## config.mk

```make
export PLATFORM = sky130hd
export DESIGN_NAME = neurotransmitter_bank
export DESIGN_NICKNAME = d
export VERILOG_FILES = /design/src/rtl/nt_pkg.sv /design/src/rtl/nt_channel.sv /design/src/rtl/neurotransmitter_bank.sv
export SDC_FILE = /design/constraint.sdc
export NUM_CORES = 1
export LEC_CHECK = 0
export CAP_MARGIN = 10
export CORE_ASPECT_RATIO = 1.1
export CORE_MARGIN = 2
export CORE_UTILIZATION = 40
export DETAILED_ROUTE_END_ITERATION = 10
export PLACE_DENSITY = 0.54
export SETUP_SLACK_MARGIN = 0.3
export SYNTH_ARGS = -nofsm -noshare
export SYNTH_HDL_FRONTEND = slang
export SYNTH_SLANG_ARGS = --single-unit
```

## constraint.sdc

```tcl
create_clock -name clk -period 3.8 [get_ports clk]
set_clock_uncertainty 0.2 [all_clocks]
set_input_delay 0.76 -clock clk [delete_from_list [all_inputs] [get_ports clk]]
set_output_delay 0.76 -clock clk [all_outputs]
set_load 0.1 [all_outputs]
```

## src/rtl/nt_pkg.sv

```systemverilog
// Shared definitions for the neurotransmitter bank: channel indices, default
// sizing and the 2-bit level encoding consumed by the emotion logic.
package nt_pkg;

   localparam int NT_CORTISOL       = 0;
   localparam int NT_DOPAMINE       = 1;
   localparam int NT_GABA           = 2;
   localparam int NT_NOREPINEPHRINE = 3;
   localparam int NT_SEROTONIN      = 4;

   localparam int NT_NUM_CH       = 5;
   localparam int NT_ACC_W        = 7;
   localparam int NT_LVL_W        = 2;
   localparam int NT_STEP         = 4;
   localparam int NT_BASELINE     = 64;
   localparam int NT_DECAY_PERIOD = 16;

   typedef enum logic [1:0] {
      LOW       = 2'b00,
      NORMAL    = 2'b01,
      HIGH      = 2'b10,
      VERY_HIGH = 2'b11
   } nt_level_e;

endpackage

```

## src/rtl/nt_channel.sv

```systemverilog
// One transmitter channel: saturating accumulator, decay toward baseline and
// quantised level register. NT_BANK_DEBUG_EN exposes the raw accumulator.
module nt_channel
   import nt_pkg::*;
#(
   parameter int ACC_W    = NT_ACC_W,
   parameter int LVL_W    = NT_LVL_W,
   parameter int STEP     = NT_STEP,
   parameter int BASELINE = NT_BASELINE
) (
   input  logic             clk,
   input  logic             rst_n,
   input  logic             tick,
   input  logic             stim_up,
   input  logic             stim_dn,
   input  logic             hold,
   input  logic             decay_step,
   output logic [LVL_W-1:0] level
`ifdef NT_BANK_DEBUG_EN
   ,output logic [ACC_W-1:0] acc_raw
`endif
);

   localparam logic [ACC_W-1:0] BASE_V  = ACC_W'(BASELINE);
   localparam logic [ACC_W:0]   STEP_V  = (ACC_W+1)'(STEP);
   localparam logic [LVL_W-1:0] LVL_RST = BASE_V[ACC_W-1 -: LVL_W];

   logic [ACC_W-1:0] acc;
   logic [ACC_W-1:0] acc_next;

   // The extra top bit catches both carry-out and borrow so neither can wrap.
   function automatic logic [ACC_W-1:0] sat_up(input logic [ACC_W-1:0] a);
      logic [ACC_W:0] s;
      s = {1'b0, a} + STEP_V;
      return s[ACC_W] ? '1 : s[ACC_W-1:0];
   endfunction

   function automatic logic [ACC_W-1:0] sat_dn(input logic [ACC_W-1:0] a);
      logic [ACC_W:0] s;
      s = {1'b0, a} - STEP_V;
      return s[ACC_W] ? '0 : s[ACC_W-1:0];
   endfunction

   function automatic logic [ACC_W-1:0] toward_base(input logic [ACC_W-1:0] a);
      if (a > BASE_V)      return a - ACC_W'(1);
      else if (a < BASE_V) return a + ACC_W'(1);
      else                 return a;
   endfunction

   always_comb begin
      acc_next = acc;
      if (tick) begin
         case ({stim_up, stim_dn})
            2'b10:   acc_next = sat_up(acc);
            2'b01:   acc_next = sat_dn(acc);
            2'b11:   acc_next = acc;
            default: if (decay_step && !hold) acc_next = toward_base(acc);
         endcase
      end
   end

   always_ff @(posedge clk or negedge rst_n) begin
      if (!rst_n) begin
         acc   <= BASE_V;
         level <= LVL_RST;
      end else begin
         acc   <= acc_next;
         level <= acc[ACC_W-1 -: LVL_W];
      end
   end

`ifdef NT_BANK_DEBUG_EN
   assign acc_raw = acc;
`endif

endmodule

```

## src/rtl/neurotransmitter_bank.sv

```systemverilog
// Multi-channel neurotransmitter accumulator bank with a shared decay counter.
// Optional macro NT_BANK_DEBUG_EN adds the dbg_acc raw-accumulator port.
module neurotransmitter_bank
   import nt_pkg::*;
#(
   parameter int NUM_CH       = NT_NUM_CH,
   parameter int ACC_W        = NT_ACC_W,
   parameter int LVL_W        = NT_LVL_W,
   parameter int STEP         = NT_STEP,
   parameter int BASELINE     = NT_BASELINE,
   parameter int DECAY_PERIOD = NT_DECAY_PERIOD
) (
   input  logic                    clk,
   input  logic                    rst_n,
   input  logic                    tick,
   input  logic [NUM_CH-1:0]       stim_up,
   input  logic [NUM_CH-1:0]       stim_dn,
   input  logic [NUM_CH-1:0]       hold,
   output logic [NUM_CH*LVL_W-1:0] level_out,
   output logic                    decay_pulse
`ifdef NT_BANK_DEBUG_EN
   ,output logic [NUM_CH*ACC_W-1:0] dbg_acc
`endif
);

   localparam int                CNT_W    = (DECAY_PERIOD > 1) ? $clog2(DECAY_PERIOD) : 1;
   localparam logic [CNT_W-1:0]  CNT_LAST = CNT_W'(DECAY_PERIOD - 1);

   logic [CNT_W-1:0] cnt;
   logic             decay_step;

   // With DECAY_PERIOD=1 the counter sits at 0 and every tick is a decay step.
   assign decay_step = tick && (cnt == CNT_LAST);

   always_ff @(posedge clk or negedge rst_n) begin
      if (!rst_n) begin
         cnt         <= '0;
         decay_pulse <= 1'b0;
      end else begin
         decay_pulse <= decay_step;
         if (tick) cnt <= decay_step ? '0 : cnt + CNT_W'(1);
      end
   end

   for (genvar i = 0; i < NUM_CH; i++) begin : g_ch
      nt_channel #(
         .ACC_W    (ACC_W),
         .LVL_W    (LVL_W),
         .STEP     (STEP),
         .BASELINE (BASELINE)
      ) u_ch (
         .clk        (clk),
         .rst_n      (rst_n),
         .tick       (tick),
         .stim_up    (stim_up[i]),
         .stim_dn    (stim_dn[i]),
         .hold       (hold[i]),
         .decay_step (decay_step),
         .level      (level_out[i*LVL_W +: LVL_W])
`ifdef NT_BANK_DEBUG_EN
         ,.acc_raw   (dbg_acc[i*ACC_W +: ACC_W])
`endif
      );
   end

endmodule

```

# Yosys cells after proc, flatten, opt, wreduce, memory -nomap -nowiden
# Cells that the tools add are included.
# totals
mem_bits_rw	0
reg_bits	50
mem_count	0
latch_bits	0
rom_bits	0
output_inout_bits	11
input_bits	18
# op_classes
reduce_logical	26
order_cmp	10
muxes	31
bitwise	5
shifts	0
eq_ne	16
mul	0
add_sub_neg	21
div	0
# ops
cell	n
$mux W7	25
$pmux W7 S3	5
$add A7 B3 Y8 const B	5
$sub A7 B3 Y8 const B	5
$add A7 B1 Y7 const B	5
$gt A7 B7 Y1 const B	5
$lt A7 B7 Y1 const B	5
$sub A7 B1 Y7 const B	5
$eq A2 B2 Y1 const B	10
$reduce_and A4 Y1	5
$reduce_bool A4 Y1	5
$reduce_bool A3 Y1	5
$eq A2 B1 Y1 const B	5
$logic_and A1 B1 Y1	6
$logic_not A1 Y1	5
$not A1 Y1	5
$add A4 B1 Y4 const B	1
$eq A4 B4 Y1 const B	1
$mux W4	1

# Logic depth before layout (Yosys ltp)
# Gate-level depths: netlist of the first run.
# depth
word_depth	5
ltp_mapped	12
ltp_nobuf	11

# Modules after synthesis
# A second synthesis of the first run with hierarchy kept.
# hier_totals
cells_unflattened	585
hier_area_um2	5142.4
# by_module_without_submodules
module	n_inst	cells_each	area_per_inst_um2	seq_area_each_um2
nt_channel	5	113	985.9	227.7
neurotransmitter_bank	1	20	212.7	125.1

# Worst setup path before layout of the first run
# OpenSTA, ideal clock, no wires.
# synth_timing
path_type	register to register
startpoint	register g_ch[0].u_ch.acc[2]
endpoint	register g_ch[0].u_ch.acc[5]
stages_incl_launch_ff	13
period_less_slack_ns	3.217
path_buffers	1
path_slack_ns	0.583
setup_ns	0.142
t_arrival_ns	2.874
path_cell_list	dfrtp_1 > clkbuf_1 > inv_1 > ha_1 > or3b_1 > o21ai_1 > inv_1 > ha_1 > a21o_1 > o21ai_0 > a31oi_1 > o2111ai_1 > o311ai_2
# synth_via
elab_chain_cells	5
word_cells_on_any_way	14
cone_classes	add/sub (4); order compare (2); mux (6); reduce/logical (2)
# synth_lines
item	line	source
start: declaration	nt_channel.sv:28	logic [ACC_W-1:0] acc;
start signal: assignment	nt_channel.sv:67	acc <= acc_next;
$add A7 B1 Y7	nt_channel.sv:46	else if (a < BASE_V) return a + ACC_W'(1);
$mux W7	nt_channel.sv:46	
$mux W7	nt_channel.sv:45	if (a > BASE_V) return a - ACC_W'(1);
$mux W7	nt_channel.sv:57	default: if (decay_step && !hold) acc_next = toward_base(acc);
$pmux W7 S3	nt_channel.sv:53	case ({stim_up, stim_dn})
# Several ways; a longest one is shown, not always the timed one. The select of a mux whose other input is x is not followed.
# A chain may end at the register's enable or synchronous reset.

# Worst setup path in the final report of the first run
# layout_timing
startpoint	register g_ch[4].u_ch.acc[3]
endpoint	register g_ch[4].u_ch.acc[5]
# layout_via
elab_chain_cells	5
word_cells_on_any_way	14
cone_classes	add/sub (4); order compare (2); mux (6); reduce/logical (2)
# layout_lines
item	line
start: declaration	nt_channel.sv:28
start signal: assignment	nt_channel.sv:67
$add A7 B1 Y7	nt_channel.sv:46
$mux W7	nt_channel.sv:46
$mux W7	nt_channel.sv:45
$mux W7	nt_channel.sv:57
$pmux W7 S3	nt_channel.sv:53
# Several ways; a longest one is shown, not always the timed one. The select of a mux whose other input is x is not followed.

==> summary.md, run 1 <==
| Metric | Value |
|---|---|
| Worst Path Arrival | 3.21 ns |
| Async S/R FF share, synth | 100% |
| Final net count | 715 |
| Commonest cells after routing, fill and taps aside | inv_1 (61), ha_1 (47), nand2_1 (43) |
| Crit-path leading delay family | compound AO/OA/AOI/OAI gates |
| Slew HR | 35.4% |
| Die height | 124 um |
| GRT Total Usage | 19.8% |
| Num CTS Buffers | 5 |
| Final setup viols | 0 |
| Seq/Total Area, Yosys | 24.1% |
| Predominant post-synthesis flop cell | dfrtp_1 |
| Yosys cell types | 88 |
| Placer congestion estimate | 0.884 |
| Remaining global-route overflow | 0 |
| CP required | 3.78 ns |
| Worst Tran Pin Value | 0.966 ns |
| Synthesized cell area | 5250 um2 |
| Final core occ | 45.8% |
| Pre-antenna DRT Iters | 8 |
| HP Class | in2async |
| FP Rows | 43 |
| Worst-Skew Late Latency | 0.29 ns |
| P_leak | 2.45 nW |
| Unrepaired setup endpoints after global routing | false |
| Layout Area Growth over Synthesis | 10.7% |
| CTS tree | yes |
| WL/cell | 16.6 um |
| EDFF count, synth | 0 |
| Status | finished, violations left |
| Setup TNS | 0 ns |
| Initial antenna violation count | 0 |
| Max FO, Critical Path | 11 |
| Failing checks | design-rule violations |
| Die W | 113 um |
| Critical Path Slowest Stage Cell | dfrtp_1 |
| Syn_nets | 704 |
| Share of layout cells above drive strength 1 | 9.46% |
| Die area | 14100 um2 |
| Max Cap Viol | 0 |
| Worst setup EP type | flip-flop |
| Detailed Route Iter0 Violations | 323 |
| Final worst setup slack | 0.572 ns |
| Crit-path cells | inv_1 -> ha_1 -> or4b_4 -> o21ai_2 -> inv_2 -> ha_1 -> a21o_1 -> o21ai_0 -> a31oi_1 -> xor2_1 -> a211o_1 |
| Pre-CTS setup slack | 0.539 ns |
| N_diodes | 0 |
| Final period utilization | 84.9% |
| Post-Synthesis Cells | 634 |
| FMAX | 0.310 GHz |
| CP Buf/Inv Count | 2 |
| Vias in the first global route | 4649 |
| Starting Density | 41.4% |
| Final Max Tran Viols | 0 |
| Crit Path Category | reg2reg |
| Most common cell after layout, fill and taps aside | inv_1 |
| Clock Sinks | 50 |
| Non-Filler Instances | 802 |
| Most Frequent Cell on Critical Path | ha_1 |
| Syn_area_per_cell | 8.28 um2 |
| Pwr Density | 853 nW/um2 |
| CP startpoint kind | flip-flop |
| Max clock buf depth | 2 |
| DR vias | 4858 |
| Yosys reg bits | 50 |
| Routed Antenna Nets | 0 |
| H-tree levels | 2 |
| Final Total Pwr | 0.00495 W |
| Yosys synthesis warning count | 0 |
| Final-report hold violation count | 0 |
| Root Buffer Master | clkbuf_16 |
| First-pass GRT wire length | 22900 um |
| VDD IR-drop max | 0.000281 V |
| CP peak stage delay | 0.51 ns |
| DRC | 2 |
| Core Area | 12700 um2 |
| Fill cells | 1276 |
| Fin crit period | 3.23 ns |
| Largest net degree at the start of global routing | 28 |
| Dpl hpwl | 9990 um |
| Clock-pin transition on the worst setup and hold timing paths | 0.07 ns |
| Routed WL | 13300 um |
| Post-CTS sizing | 0 |
| Placed cell count | 795 |
| Hold Buf Count CTS | 0 |
| I/O pin count | 29 |
| Post-CTS Setup Bufs | 0 |
| PortBufs | 28 |
| DR vias/cell | 6.06 |
-- sequential cells by signal (all words and copies together), names as in the netlist --
register	count
cnt	4
g_ch.u_ch.level	10
g_ch.u_ch.acc	35
decay_pulse	1
-- cells in the mapped netlist, types with 8 or more instances --
library cell,instances,share of area [%]
mux2i_1,9,1.7
o31ai_1,11,1.6
dfrtp_1,40,19
nand2b_1,12,1.4
a211oi_1,12,1.7
buf_2,8,0.76
o22ai_1,9,1.1
nor3_1,14,1.3
xnor2_1,19,3.2
o211ai_1,15,2.1
nand3_1,22,2.1
o21ai_0,35,3.3
a31oi_1,16,1.9
nand2_1,43,3.1
a21o_1,8,1.1
inv_1,61,4.4
dfstp_2,10,5.0
o21ai_1,8,0.76
nor2_1,36,2.6
a21oi_1,30,2.9
clkbuf_1,22,1.6
ha_1,47,11
-- layout make-up --
cell class	count	area [um2]	share of cell area, %
well taps	157	196	3.38
inverters	63	236	4.07
flip-flops and latches	50	1260	21.8
clock inverters	1	30.0	0.517
clock buffers	6	139	2.39
repair buffers	38	338	5.81
multi-input cells	487	3610	62.1
-- layer usage --
layer  global-route usage [%]  wire length (um)  vias to the layer above
li1                         -                 -                     2378
met1                     26.8              6220                     2296
met2                     33.4              6230                      159
met3                     2.63               662                       25
met4                     5.26               226                        0
met5                        0                 0                        -
-- power breakdown --
group | internal, W | total [W] | switching (W) | leakage [nW]
clock network | 0.000326 | 0.000530 | 0.000204 | 0.0829
logic | 0.00130 | 0.00317 | 0.00187 | 1.76
registers | 0.000792 | 0.00125 | 0.000461 | 0.603
-- through the flow --
step           instance area (um2)  hold WS [ns]
2_1_floorplan                 5250         0.153
3_3_place_gp                  5640         0.256
3_5_place_dp                  5640         0.257
4_1_cts                       5810         0.266
5_1_grt                       5810         0.279
6_report                      5810         0.259
-- worst register-to-register path, cell delays in order, from the launching register on --
cell     delay, ns
dfrtp_1       0.51
inv_1         0.16
ha_1          0.17
or4b_4        0.49
o21ai_2       0.19
inv_2         0.09
ha_1          0.29
a21o_1        0.20
o21ai_0       0.21
a31oi_1       0.14
xor2_1        0.18
a211o_1       0.30
-- kinds of logic after synthesis --
logic type / synth area share [%]
AO/OA/AOI/OAI: 30.9
XOR/XNOR: 3.84
adder cells (fa/ha/maj): 13.1
buffers and inverters: 7.27
flip-flops: 24.1
multiplexers: 2.64
AND/OR/NAND/NOR: 18.2
-- path summary, 6_finish.rpt --
kind                                            startpoint                               to  slack [ns]  cells after the start
hold / removal                                       rst_n  g_ch[1].u_ch.acc[4]$_DFFE_PN0P_        0.26                      1
max in group asynchronous                            rst_n  g_ch[4].u_ch.level[1]$_DFF_PN1_        2.32                      2
min in group clk           g_ch[3].u_ch.acc[6]$_DFFE_PN1P_  g_ch[3].u_ch.level[1]$_DFF_PN1_        0.27                      0
setup reg to reg           g_ch[4].u_ch.acc[3]$_DFFE_PN0P_  g_ch[4].u_ch.acc[5]$_DFFE_PN0P_        0.57                     11
setup / recovery           g_ch[4].u_ch.acc[3]$_DFFE_PN0P_  g_ch[4].u_ch.acc[5]$_DFFE_PN0P_        0.57                     11
hold reg to reg            g_ch[3].u_ch.acc[6]$_DFFE_PN1P_  g_ch[3].u_ch.level[1]$_DFF_PN1_        0.27                      0
No activity file was read; power rests on OpenSTA's default activity.
==> run 2: changes to the inputs <==
--- a/config.mk
+++ b/config.mk
@@ -10,7 +10,7 @@
 export CORE_MARGIN = 2
 export CORE_UTILIZATION = 40
 export DETAILED_ROUTE_END_ITERATION = 10
-export PLACE_DENSITY = 0.54
+export PLACE_DENSITY = 0.56
 export SETUP_SLACK_MARGIN = 0.3
 export SYNTH_ARGS = -nofsm -noshare
 export SYNTH_HDL_FRONTEND = slang
==> constraint.sdc (replaced) <==
create_clock -name clk -period 2.75 [get_ports clk]
set_clock_uncertainty 0.2 [all_clocks]
set_input_delay 0.55 -clock clk [delete_from_list [all_inputs] [get_ports clk]]
set_output_delay 0.55 -clock clk [all_outputs]
set_load 0.1 [all_outputs]
==> run 2 against run 1 <==
- the flow finishes with violations (design-rule violations, negative setup slack)
- critical path depth stayed put
- largest cell class unchanged
- via count grew 12%
- sequential share of layout area decreased by 4.6 points
- cell count grew 14%
- combinational power up 140%
- critical endpoint is now g_ch[4].u_ch.acc[6]$_DFFE_PN1P_
- non-clock buffer count is 110 higher
- setup slack got worse by 0.63 ns
- register-to-register slack worse by 0.63 ns
- routed wire length is 21% higher
- flip-flop and latch count is the same
==> summary.md, run 2 (same netlist as run 1, synthesis figures left out) <==
| Metric | Value |
|---|---|
| Status | finished, violations left |
| Failing checks | design-rule violations, negative setup slack |
| Remaining global-route overflow | 0 |
| Max clock buf depth | 2 |
| FMAX | 0.356 GHz |
| Placer congestion estimate | 0.919 |
| DR vias/cell | 5.94 |
| Vias in the first global route | 5425 |
| Hold Buf Count CTS | 0 |
| Routed Antenna Nets | 0 |
| Worst flop-to-flop path startpoint | g_ch[4].u_ch.acc[2]$_DFFE_PN0P_ |
| Most common cell after layout, fill and taps aside | buf_4 |
| Top reg by flops | g_ch.u_ch.acc |
| Die W | 113 um |
| Die area | 14100 um2 |
| Crit-path cells | inv_4 -> ha_4 -> or4b_4 -> o21ai_4 -> buf_6 -> fa_2 -> nand2b_1 -> a31o_2 -> a221oi_2 -> a21oi_1 -> o22a_1 |
| Final net count | 826 |
| Reg-to-reg slack, setup | -0.06 ns |
| Largest regs | g_ch.u_ch.acc: 35 flops, g_ch.u_ch.level: 10 flops, cnt: 4 flops |
| Final setup viols | 3 |
| Routed WL | 16200 um |
| WL/cell | 17.7 um |
| Layout Area Growth over Synthesis | 40.5% |
| Starting Density | 41.4% |
| Num CTS Buffers | 5 |
| Worst Path Arrival | 2.84 ns |
| Placed inst area | 6430 um2 |
| N_diodes | 0 |
| Crit Path Category | reg2reg |
| Capture point of the worst reg-to-reg path | g_ch[4].u_ch.acc[6]$_DFFE_PN1P_ |
| DR vias | 5433 |
| Worst setup EP type | flip-flop |
| Footprint of the multi-input gates | 4290 um2 |
| Root Buffer Master | clkbuf_16 |
| DRC | 4 |
| Largest register FFs | 35 |
| Max Cap Viol | 0 |
| Final worst setup slack | -0.0569 ns |
| Pre-antenna DRT Iters | 8 |
| I/O pin count | 29 |
| Max FO, Critical Path | 3 |
| Detailed Route Iter0 Violations | 435 |
| CP startpoint kind | flip-flop |
| Fill cells | 1127 |
| Clock Sinks | 50 |
| P_leak | 3.09 nW |
| Final Max Tran Viols | 0 |
| Fin crit period | 2.81 ns |
| Core Area | 12700 um2 |
| PortBufs | 28 |
| Register area | 1270 um2 |
| Final period utilization | 102% |
| FP Rows | 43 |
| H-tree levels | 2 |
| Pwr Density | 1290 nW/um2 |
| Die height | 124 um |
| Commonest cells after routing, fill and taps aside | buf_4 (112), inv_1 (44), nand2_1 (39) |
| Clock-pin transition on the worst setup and hold timing paths | 0.07 ns |
| Worst Tran Pin Value | 0.708 ns |
| Final Cell Area | 7380 um2 |
| CTS tree | yes |
| Largest net degree at the start of global routing | 51 |
| VDD IR-drop max | 0.000625 V |
| Dpl hpwl | 11300 um |
| HP Class | in2async |
| Unrepaired setup endpoints after global routing | true |
| Initial antenna violation count | 0 |
| First-pass GRT wire length | 26500 um |
| Worst-Skew Late Latency | 0.30 ns |
| CP peak stage delay | 0.48 ns |
| R2R depth | 11 |
| Slew HR | 52.8% |
| Final-report hold violation count | 0 |
| GRT Total Usage | 23.2% |
| CP Buf/Inv Count | 2 |
| CP required | 2.78 ns |
| Share of layout cells above drive strength 1 | 36.7% |
| Critical Path Slowest Stage Cell | or4b_4 |
| Crit-path leading delay family | compound AO/OA/AOI/OAI gates |
| Hold slack | 0.179 ns |
[run 2: worst register-to-register path, cell delays in order, from the launching register on]
cell      delay (ns)
dfrtp_1         0.41
inv_4           0.07
ha_4            0.13
or4b_4          0.48
o21ai_4         0.19
buf_6           0.13
fa_2            0.22
nand2b_1        0.08
a31o_2          0.23
a221oi_2        0.31
a21oi_1         0.12
o22a_1          0.17
[run 2: layout make-up]
cell class,count,share of cell area [%]
multi-input combinational,488,58.1
sequential,50,17.2
timing repair buffer,148,16.5
inverter,63,3.61
tap,157,2.66
clock buffer,7,1.80
clock inverter,1,0.102
[run 2: stage by stage]
step / std cells / utilization (%) / setup slack (ns) / power [W] / setup TNS (ns)
finish: 914 / 58.1 / -0.0569 / 0.00952 / -0.133
floorplan: 634 / - / -0.0981 / 0.00565 / -0.476
CTS: 901 / 55.6 / -0.0512 / 0.00882 / -0.116
global placement: 865 / 50.6 / -0.0568 / 0.00714 / -0.376
global route: 914 / 58.1 / -0.163 / 0.0102 / -0.994
detailed placement: 865 / 50.6 / -0.138 / 0.00726 / -0.872
[run 2: timing repair]
item	4_1_cts	5_1_grt
buffers inserted	27	13
resized for setup	55	45
gates cloned	1	0
endpoints found under the setup margin	27	31
pin swaps	57	50
endpoints found under the hold margin	0	0
[run 2: layer usage]
layer  vias up  routed length, um  global-route usage, %
met4         0                160                   5.56
met3        19                576                   2.87
met2       150               8170                   41.8
met1      2666               7250                   29.6
met5         -                  0                      0
li1       2598                  -                      -
[run 2: worst max path at each step]
stage	start	endpoint	depth (start not counted)
2_1_floorplan	g_ch[0].u_ch.acc[2]$_DFFE_PN0P_	g_ch[0].u_ch.acc[5]$_DFFE_PN0P_	12
3_3_place_gp	g_ch[4].u_ch.acc[2]$_DFFE_PN0P_	g_ch[4].u_ch.acc[6]$_DFFE_PN1P_	10
3_5_place_dp	stim_up[0]	g_ch[0].u_ch.acc[0]$_DFFE_PN0P_	7
4_1_cts	g_ch[4].u_ch.acc[3]$_DFFE_PN0P_	g_ch[4].u_ch.acc[6]$_DFFE_PN1P_	10
5_1_grt	g_ch[4].u_ch.acc[2]$_DFFE_PN0P_	g_ch[4].u_ch.acc[6]$_DFFE_PN1P_	11
6_report	g_ch[4].u_ch.acc[2]$_DFFE_PN0P_	g_ch[4].u_ch.acc[6]$_DFFE_PN1P_	11
[run 2: power breakdown]
part           switching (W)  internal [W]
clock               0.000303      0.000340
sequential          0.000285       0.00110
combinational        0.00397       0.00353
